--- config.mk ---
export PLATFORM = sky130hd
export DESIGN_NAME = ram_burst_ctrl
export DESIGN_NICKNAME = d
export VERILOG_FILES = /design/src/rtl/ram_burst_ctrl.sv
export SDC_FILE = /design/constraint.sdc
export NUM_CORES = 1
export LEC_CHECK = 0
export ABC_AREA = 0
export CAP_MARGIN = 5
export CORE_UTILIZATION = 45
export DETAILED_ROUTE_END_ITERATION = 16
export PLACE_DENSITY_LB_ADDON = 0.15
export SYNTH_ARGS = -nofsm -noshare
export SYNTH_HDL_FRONTEND = slang
export SYNTH_SLANG_ARGS = --single-unit
--- constraint.sdc ---
create_clock -name clk -period 2.25 [get_ports clk]
set_clock_uncertainty 0.1 [all_clocks]
set_input_delay 0.675 -clock clk [delete_from_list [all_inputs] [get_ports clk]]
set_output_delay 0.675 -clock clk [all_outputs]
set_load 0.02 [all_outputs]
--- src/rtl/ram_burst_ctrl.sv ---
// Burst command front-end for a single-port synchronous RAM.
// Takes write/read bursts over valid/ready and drives registered RAM address, data and strobes.
module ram_burst_ctrl #(
    parameter int ADDR_W = 10,
    parameter int DATA_W = 8,
    parameter int LEN_W  = 4
) (
    input  logic              clk,
    input  logic              rst_n,
    input  logic              cmd_valid,
    output logic              cmd_ready,
    input  logic              cmd_write,
    input  logic [ADDR_W-1:0] cmd_addr,
    input  logic [LEN_W-1:0]  cmd_len,
    input  logic              wr_valid,
    output logic              wr_ready,
    input  logic [DATA_W-1:0] wr_data,
    output logic              rd_valid,
    input  logic              rd_ready,
    output logic [DATA_W-1:0] rd_data,
    output logic              rd_last,
    output logic [ADDR_W-1:0] ram_address,
    output logic [DATA_W-1:0] ram_data_in,
    output logic              ram_wr,
    output logic              ram_rd,
    output logic              ram_cs,
    input  logic [DATA_W-1:0] ram_data_out
);

    typedef enum logic [1:0] {IDLE, WRITE, READ, DRAIN} state_e;

    state_e            state_q, state_d;
    logic [ADDR_W-1:0] addrCnt_q, addrCnt_d;
    logic [LEN_W-1:0]  beatCnt_q, beatCnt_d;
    logic              cmdReady_q, cmdReady_d;
    logic              wrReady_q, wrReady_d;
    logic              rdValid_q, rdValid_d;
    logic              rdLast_q, rdLast_d;
    logic              lastInFlight_q, lastInFlight_d;
    logic [ADDR_W-1:0] ramAddr_q, ramAddr_d;
    logic [DATA_W-1:0] ramDin_q, ramDin_d;
    logic              ramWr_q, ramWr_d;
    logic              ramRd_q, ramRd_d;

    logic cmdHs, wrHs, rdHs, rdIssue;

    assign cmdHs = cmd_valid & cmdReady_q;
    assign wrHs  = wr_valid & wrReady_q;
    assign rdHs  = rdValid_q & rd_ready;
    // A read is launched only when nothing is in flight and the output slot frees up this edge.
    assign rdIssue = (state_q == READ) & ~ramRd_q & (~rdValid_q | rd_ready);

    always_comb begin
        state_d        = state_q;
        addrCnt_d      = addrCnt_q;
        beatCnt_d      = beatCnt_q;
        cmdReady_d     = cmdReady_q;
        wrReady_d      = wrReady_q;
        rdValid_d      = rdValid_q;
        rdLast_d       = rdLast_q;
        lastInFlight_d = lastInFlight_q;
        ramAddr_d      = ramAddr_q;
        ramDin_d       = ramDin_q;
        ramWr_d        = 1'b0;
        ramRd_d        = 1'b0;

        if (rdHs) begin
            rdValid_d = 1'b0;
            rdLast_d  = 1'b0;
        end
        // The RAM output updates on the edge after ram_rd, so the beat becomes valid then.
        if (ramRd_q) begin
            rdValid_d = 1'b1;
            rdLast_d  = lastInFlight_q;
        end

        case (state_q)
            IDLE: begin
                cmdReady_d = 1'b1;
                if (cmdHs) begin
                    cmdReady_d = 1'b0;
                    addrCnt_d  = cmd_addr;
                    beatCnt_d  = cmd_len;
                    if (cmd_write) begin
                        state_d   = WRITE;
                        wrReady_d = 1'b1;
                    end else begin
                        state_d = READ;
                    end
                end
            end
            WRITE: begin
                if (wrHs) begin
                    ramWr_d   = 1'b1;
                    ramAddr_d = addrCnt_q;
                    ramDin_d  = wr_data;
                    addrCnt_d = addrCnt_q + 1'b1;
                    beatCnt_d = beatCnt_q - 1'b1;
                    if (beatCnt_q == '0) begin
                        state_d    = IDLE;
                        wrReady_d  = 1'b0;
                        cmdReady_d = 1'b1;
                    end
                end
            end
            READ: begin
                if (rdIssue) begin
                    ramRd_d        = 1'b1;
                    ramAddr_d      = addrCnt_q;
                    addrCnt_d      = addrCnt_q + 1'b1;
                    beatCnt_d      = beatCnt_q - 1'b1;
                    lastInFlight_d = (beatCnt_q == '0);
                    if (beatCnt_q == '0) begin
                        state_d = DRAIN;
                    end
                end
            end
            DRAIN: begin
                if (rdHs && rdLast_q) begin
                    state_d    = IDLE;
                    cmdReady_d = 1'b1;
                end
            end
            default: begin
                state_d = IDLE;
            end
        endcase
    end

    always_ff @(posedge clk or negedge rst_n) begin
        if (!rst_n) begin
            state_q        <= IDLE;
            addrCnt_q      <= '0;
            beatCnt_q      <= '0;
            cmdReady_q     <= 1'b0;
            wrReady_q      <= 1'b0;
            rdValid_q      <= 1'b0;
            rdLast_q       <= 1'b0;
            lastInFlight_q <= 1'b0;
            ramAddr_q      <= '0;
            ramDin_q       <= '0;
            ramWr_q        <= 1'b0;
            ramRd_q        <= 1'b0;
        end else begin
            state_q        <= state_d;
            addrCnt_q      <= addrCnt_d;
            beatCnt_q      <= beatCnt_d;
            cmdReady_q     <= cmdReady_d;
            wrReady_q      <= wrReady_d;
            rdValid_q      <= rdValid_d;
            rdLast_q       <= rdLast_d;
            lastInFlight_q <= lastInFlight_d;
            ramAddr_q      <= ramAddr_d;
            ramDin_q       <= ramDin_d;
            ramWr_q        <= ramWr_d;
            ramRd_q        <= ramRd_d;
        end
    end

    assign cmd_ready   = cmdReady_q;
    assign wr_ready    = wrReady_q;
    assign rd_valid    = rdValid_q;
    assign rd_last     = rdLast_q;
    assign rd_data     = ram_data_out;
    assign ram_address = ramAddr_q;
    assign ram_data_in = ramDin_q;
    assign ram_wr      = ramWr_q;
    assign ram_rd      = ramRd_q;
    assign ram_cs      = ramWr_q | ramRd_q;

endmodule
==> results of run 1 <==
## report_power, final
part / switching, mW / total [mW] / internal, mW
Combinational: 0.0291 / 0.0771 / 0.0480
Sequential: 0.00193 / 0.740 / 0.738
Clock: 0.250 / 0.573 / 0.323
Total: 0.281 / 1.39 / 1.11
## routing by layer
metal | wire length [microns] | global-route usage [%] | vias up
li1 | - | - | 898
met1 | 2520 | 32.9 | 889
met2 | 2240 | 29.4 | 58
met3 | 273 | 4.86 | 6
met4 | 42 | 5.88 | 0
met5 | 0 | 0 | -
## layout make-up
type | count | area share, %
Clock buffer | 5 | 2.29
Clock inverter | 2 | 1.16
Inverter | 9 | 1.12
Multi-Input combinational cell | 147 | 35.0
Sequential cell | 41 | 34.1
Tap cell | 67 | 2.79
Timing Repair Buffer | 73 | 23.5
## placed cells by master (no fill, tap or decap), drive strengths merged, types with 3 or more instances in the layout
cell type and instances:
ha 7, nor3 4, nand3 20, inv 9
nor2 6, nand4 3, buf 22, clkbuf 5
or3 3, a41oi 4, nor4 4, dfrtp 41
a31oi 6, nand2 18, mux2 21, clkdlybuf4s50 49
o21ai 14, a21oi 13
## logic make-up (layout without fill, tap and decap cells)
family	count (synthesis)	after routing	synth area share (%)
and+or+nand+nor	68	68	16.1
AOI/OAI and AO/OA	49	49	14.2
DFF	41	41	46.3
buffers and inverters	26	89	6.21
muxes	23	23	13.3
adders and majority gates	7	7	3.95
## what timing repair did
action | in CTS | in global routing
setup endpoints to repair | 7 | 0
resized for setup | 2 | 0
endpoints found under the hold margin | 0 | 0
## worst max path at each step
stage,start,end,cells past startpoint,slack (ps)
after floorplan,state_q[0],beatCnt_q[2],7,220
after global placement,rd_ready,ram_address[3],6,-310
after detailed placement,rd_ready,ram_address[2],6,-330
after CTS,ram_rd,ram_rd,2,70
after global routing,ram_rd,ram_rd,2,20
final,wr_ready,wr_ready,1,80
## state kept, by name, indices dropped and copies added (netlist names)
register / count
addrCnt_q: 10
beatCnt_q: 4
cmd_ready: 1
lastInFlight_q: 1
ram_address: 10
ram_data_in: 8
ram_rd: 1
ram_wr: 1
rd_last: 1
rd_valid: 1
state_q: 2
wr_ready: 1
## metrics by stage
| stage | setup WS [ps] | cells |
|---|---|---|
| 2_1_floorplan | 225 | 214 |
| 3_3_place_gp | -305 | 337 |
| 3_5_place_dp | -326 | 337 |
| 4_1_cts | 69.1 | 344 |
| 5_1_grt | 23.2 | 344 |
| 6_report | 84.2 | 344 |
## synthesized netlist by cell type
master and count:
or3b_1 1, a31oi_1 6, nand2b_1 2, a21oi_1 13, o2111ai_1 1, nor2b_4 1, nor3_1 3, buf_4 8
o21ai_0 13, or4_1 1, o21ai_1 1, a41oi_1 4, clkbuf_1 6, a22o_1 1, nor3b_1 1, buf_2 2
or2_2 1, o32ai_1 1, o31ai_1 1, mux2i_1 2, nand3_1 20, nor2_2 1, mux2_2 11, nand3b_1 1
mux2_4 10, nand4_1 3, dfrtp_1 41, nand2_1 18, o211a_1 2, a21boi_1 2, o22ai_1 2, nor4_1 4
buf_6 1, o311a_1 1, o21a_4 1, and3_1 2, nor2_1 5, nor3_2 1, inv_1 9, ha_1 7
or3_1 3
## worst reg2reg max path, stage by stage, from the launching register on
cell	delay, ps
dfrtp_1	390
inv_1	80
ha_1	210
or3b_1	390
o21ai_0	230
o2111ai_1	220
mux2_2	330
==> flow_metrics.tcl, run 1 <==
set metrics [dict create \
    synthCells 214 \
    synth_area_leaders "dfrtp_1 46%, mux2_4 6.8%, mux2_2 5.6%" \
    cts_setup_buffers 0 \
    r2r_setup_slack_ps 180 \
    fin_crit_sh_pct 96.3 \
    vdd_drop_max_mv 0.253 \
    pin_count 69 \
    track_usage_pct 21.2 \
    fillers 399 \
    n_antenna_cell 0 \
    setup_tns_ps 0 \
    multi_input_comb_area_sq_mm 0.00105 \
    regArea_sq_mm 0.00103 \
    placed_area_sq_mm 0.00291 \
    core_area_sq_mm 0.00472 \
    drt-wirelength-per-cell_microns 14.7 \
    slew_violations 0 \
    cp_slowest_cell "clkdlybuf4s50_1" \
    cts-htree-levels 2 \
    grt-ovfl-total 0 \
    finalHoldViolCount 0 \
    criticalPathCategory "register to output port" \
    status "complete, no violations" \
    vias 1851 \
    cp_top_family "buffers and inverters" \
    drtIter0Drc 86 \
    postLayoutCellArea_sq_mm 0.00301 \
    cts.path.max_buffers 2 \
    start_util_pct 46.9 \
    dp_hpwl_microns 3670 \
    worstReg2RegEnd "state_q[1]" \
    ys_ff_latch 41 \
    synth.distinct_cells 41 \
    drcViolationCount 0 \
    ys.warnings.count 0 \
    antenna_found_initial 0 \
    synth-seq-area-share_pct 46.3 \
    cp_slowest_stage_delay_ps 640 \
    rsz0062_at_grt "false" \
    cp_cell_sequence "clkdlybuf4s50_1" \
    numPortBuffers 52 \
    cts_buffers 5 \
    start_kind "register" \
    nNetsFinal 320 \
    hold_path.class "input pin to async pin" \
    cts_tree "done" \
    slew_headroom_pct 72.7 \
    path_max_fanout 6 \
    grt_pass1_vias 1723 \
    row_count 25 \
    clock-sinks 41 \
    fin_util_pct 63.7 \
    max_freq_mhz 462 \
    total_power_mw 1.39 \
    ant_nets 0 \
    power_density_mw_per_mm2 462 \
    root_buffer "clkbuf_8" \
    drv_cap 0 \
    tightest_slew_ps 410 \
    crit_required_ps 1470 \
    yosysTopAreaCellShare_pct 46.3 \
    chipWidth_microns 72.2 \
    grt_pass1_wl_microns 8480 \
    p_leak_nw 1.38 \
    mappedNetlistNets 257 \
    clk_latency_ps 290 \
    whs_ps 204 \
    syn-mean-instance-area_sq_um 10.4 \
    path_buf_inv 1 \
    period_minus_slack_ps 2170 \
    fp.dieH_microns 72.2 \
    drive_gt1_share_pct 19.9 \
    clk_pin_slew_ps 80 \
    grt_max_degree 25 \
    reg2reg_depth 6 \
    viasPerCell 5.38 \
    cp.arrival_ps 1390 \
    cp-end-kind "output port" \
    finalSetupViolCount 0 \
    gp_congestion 0.859 \
    postCtsHoldBufs 0 \
    r2r-start "beatCnt_q[0]" \
    totalWireLength_microns 5070 \
    firstDrtPassIters 4 \
    netlist_area_sq_mm 0.00222 \
    die-area_sq_mm 0.00521 \
    synth_top_area_cell "dfrtp_1" \
    area_delta_synth_final_pct 35.7 \
]
Note: power is estimated with default switching activity, not from simulation.
==> inputs of run 2 (changes only) <==
- CTS_CLUSTER_SIZE: unset -> 16
- SLEW_MARGIN: unset -> 10
==> results of run 2 <==
The final DEF is identical to that of run 1; final timing and power are the same.
==> inputs of run 3 (changes only) <==
- CTS_CLUSTER_DIAMETER: unset -> 60
- GPL_TIMING_DRIVEN: unset -> 0
==> run 3 against run 2 <==
  * Sequential share of layout area down 0.59 points
  * Critical endpoint unchanged
  * Register-to-register slack worse by 90 ps
  * Global-route usage down 0.96 points
  * Count of clock-buffer cells in the layout up 2
  * Final area up 1.7%
  * Clock power up 6.5%
  * Routed wire length down 3.6%
  * Utilization up 1.1 points
==> flow_metrics.tcl, run 3 (synthesis results as in run 1) <==
set metrics [dict create \
    status "complete, no violations" \
    fillers 376 \
    slew_headroom_pct 66.3 \
    antenna_found_initial 0 \
    setup_tns_ps 0 \
    numPortBuffers 60 \
    viasPerCell 5.42 \
    chipWidth_microns 72.2 \
    final_cell_mix "55 x clkdlybuf4s50_1, 41 x dfrtp_1, 20 x nand3_1, 18 x nand2_1" \
    preCtsSetupSlack_ps -470 \
    clk_latency_ps 290 \
    gp_congestion 0.825 \
    n_antenna_cell 0 \
    finalSetupViolCount 0 \
    r2r-start "state_q[0]" \
    drt-wirelength-per-cell_microns 14.0 \
    drcViolationCount 0 \
    cts_setup_buffers 0 \
    placed_area_sq_mm 0.00292 \
    power_density_mw_per_mm2 478 \
    dp_hpwl_microns 3470 \
    power_frac_seq_pct 50.6 \
    p_clk_share_pct 41.8 \
    vdd_drop_max_mv 0.313 \
    cp-end-kind "output port" \
    hold_path.class "input pin to async pin" \
    grt_pass1_wl_microns 8200 \
    p_sw_share_pct 20.1 \
    criticalPathCategory "register to output port" \
    crit_cells 1 \
    p_comb_share_pct 7.6 \
    grt-ovfl-total 0 \
    firstDrtPassIters 4 \
    p_sw_mw 0.293 \
    start_kind "register" \
    postLayoutCellArea_sq_mm 0.00306 \
    fin_crit_sh_pct 96.8 \
    worst_slack_ps 72.6 \
    die-area_sq_mm 0.00521 \
    root_buffer "clkbuf_8" \
    layout_commonest_cell "clkdlybuf4s50_1" \
    cts-htree-levels 2 \
    cts.path.max_buffers 2 \
    clk_pin_slew_ps 80 \
    cp_slowest_cell "clkdlybuf4s50_1" \
    pin_count 69 \
    drv_cap 0 \
    totalWireLength_microns 4890 \
    rsz0062_at_grt "false" \
    grt_pass1_vias 1795 \
    path_max_fanout 6 \
    tightest_slew_ps 505 \
    vias 1897 \
    cp_slowest_stage_delay_ps 640 \
    period_minus_slack_ps 2180 \
    cp.arrival_ps 1400 \
    cp_cell_sequence "clkdlybuf4s50_1" \
    p_leak_nw 1.38 \
    p_int_mw 1.17 \
    track_usage_pct 20.3 \
    crit_required_ps 1470 \
    drive_gt1_share_pct 19.1 \
    fp.dieH_microns 72.2 \
    clock-sinks 41 \
    cp_top_family "buffers and inverters" \
    max_freq_mhz 459 \
    r2r_setup_slack_ps 90 \
    drtIter0Drc 54 \
    nNetsFinal 325 \
    reg2reg_depth 7 \
    worstReg2RegEnd "beatCnt_q[2]" \
    start_util_pct 46.9 \
    core_area_sq_mm 0.00472 \
    cp-startpoint "wr_ready" \
    cts_tree "done" \
    row_count 25 \
    path_buf_inv 1 \
    fin_util_pct 64.8 \
    finalHoldViolCount 0 \
    ant_nets 0 \
    grt_max_degree 32 \
    cts_buffers 5 \
    slew_violations 0 \
    area_delta_synth_final_pct 38.1 \
]
==> run 3: repair_timing <==
| action | CTS | global route |
|---|---|---|
| hold buffers | 0 | 0 |
| endpoints found under the setup margin | 22 | 11 |
| resized for setup | 5 | 11 |
| pin swaps | 0 | 0 |
==> run 3: power groups by stage <==
stage,sequential [mW],combinational [mW],clock [mW]
6_report,0.740,0.112,0.610
2_1_floorplan,0.754,0.0296,0
4_1_cts,0.739,0.113,0.623
3_5_place_dp,0.754,0.114,0
5_1_grt,0.740,0.121,0.655
3_3_place_gp,0.754,0.110,0
==> run 3: layout make-up <==
class	count	area (sq um)	area share, %
clock inverters	1	30.0	0.981
flip-flops and latches	41	1030	33.5
multi-input cells	147	1080	35.3
inverters	9	33.8	1.10
clock buffers	7	86.3	2.82
plain buffers	17	106	3.48
repair buffers	61	614	20.1
well taps	67	83.8	2.74
==> run 3: how the worst max path moves through the flow <==
stage	to	slack [ps]
floorplan	beatCnt_q[2]	220
global placement	ram_data_in[2]	-650
detailed placement	addrCnt_q[5]	-470
CTS	ram_cs	3
global route	beatCnt_q[2]	5
finish	wr_ready	70
==> run 3: routing by layer <==
layer / vias up / GRT usage, % / wire, microns
li1: 915 / - / -
met1: 910 / 27.5 / 2380
met2: 66 / 31.3 / 2200
met3: 6 / 4.31 / 243
met4: 0 / 9.15 / 65
met5: - / 0 / 0
==> run 3: per-stage QoR <==
step	instances	total power, mW	hold slack (ps)
2_1_floorplan	214	0.784	279
3_3_place_gp	341	0.864	374
3_5_place_dp	342	0.868	383
4_1_cts	350	1.48	146
5_1_grt	350	1.52	154
6_report	350	1.46	143
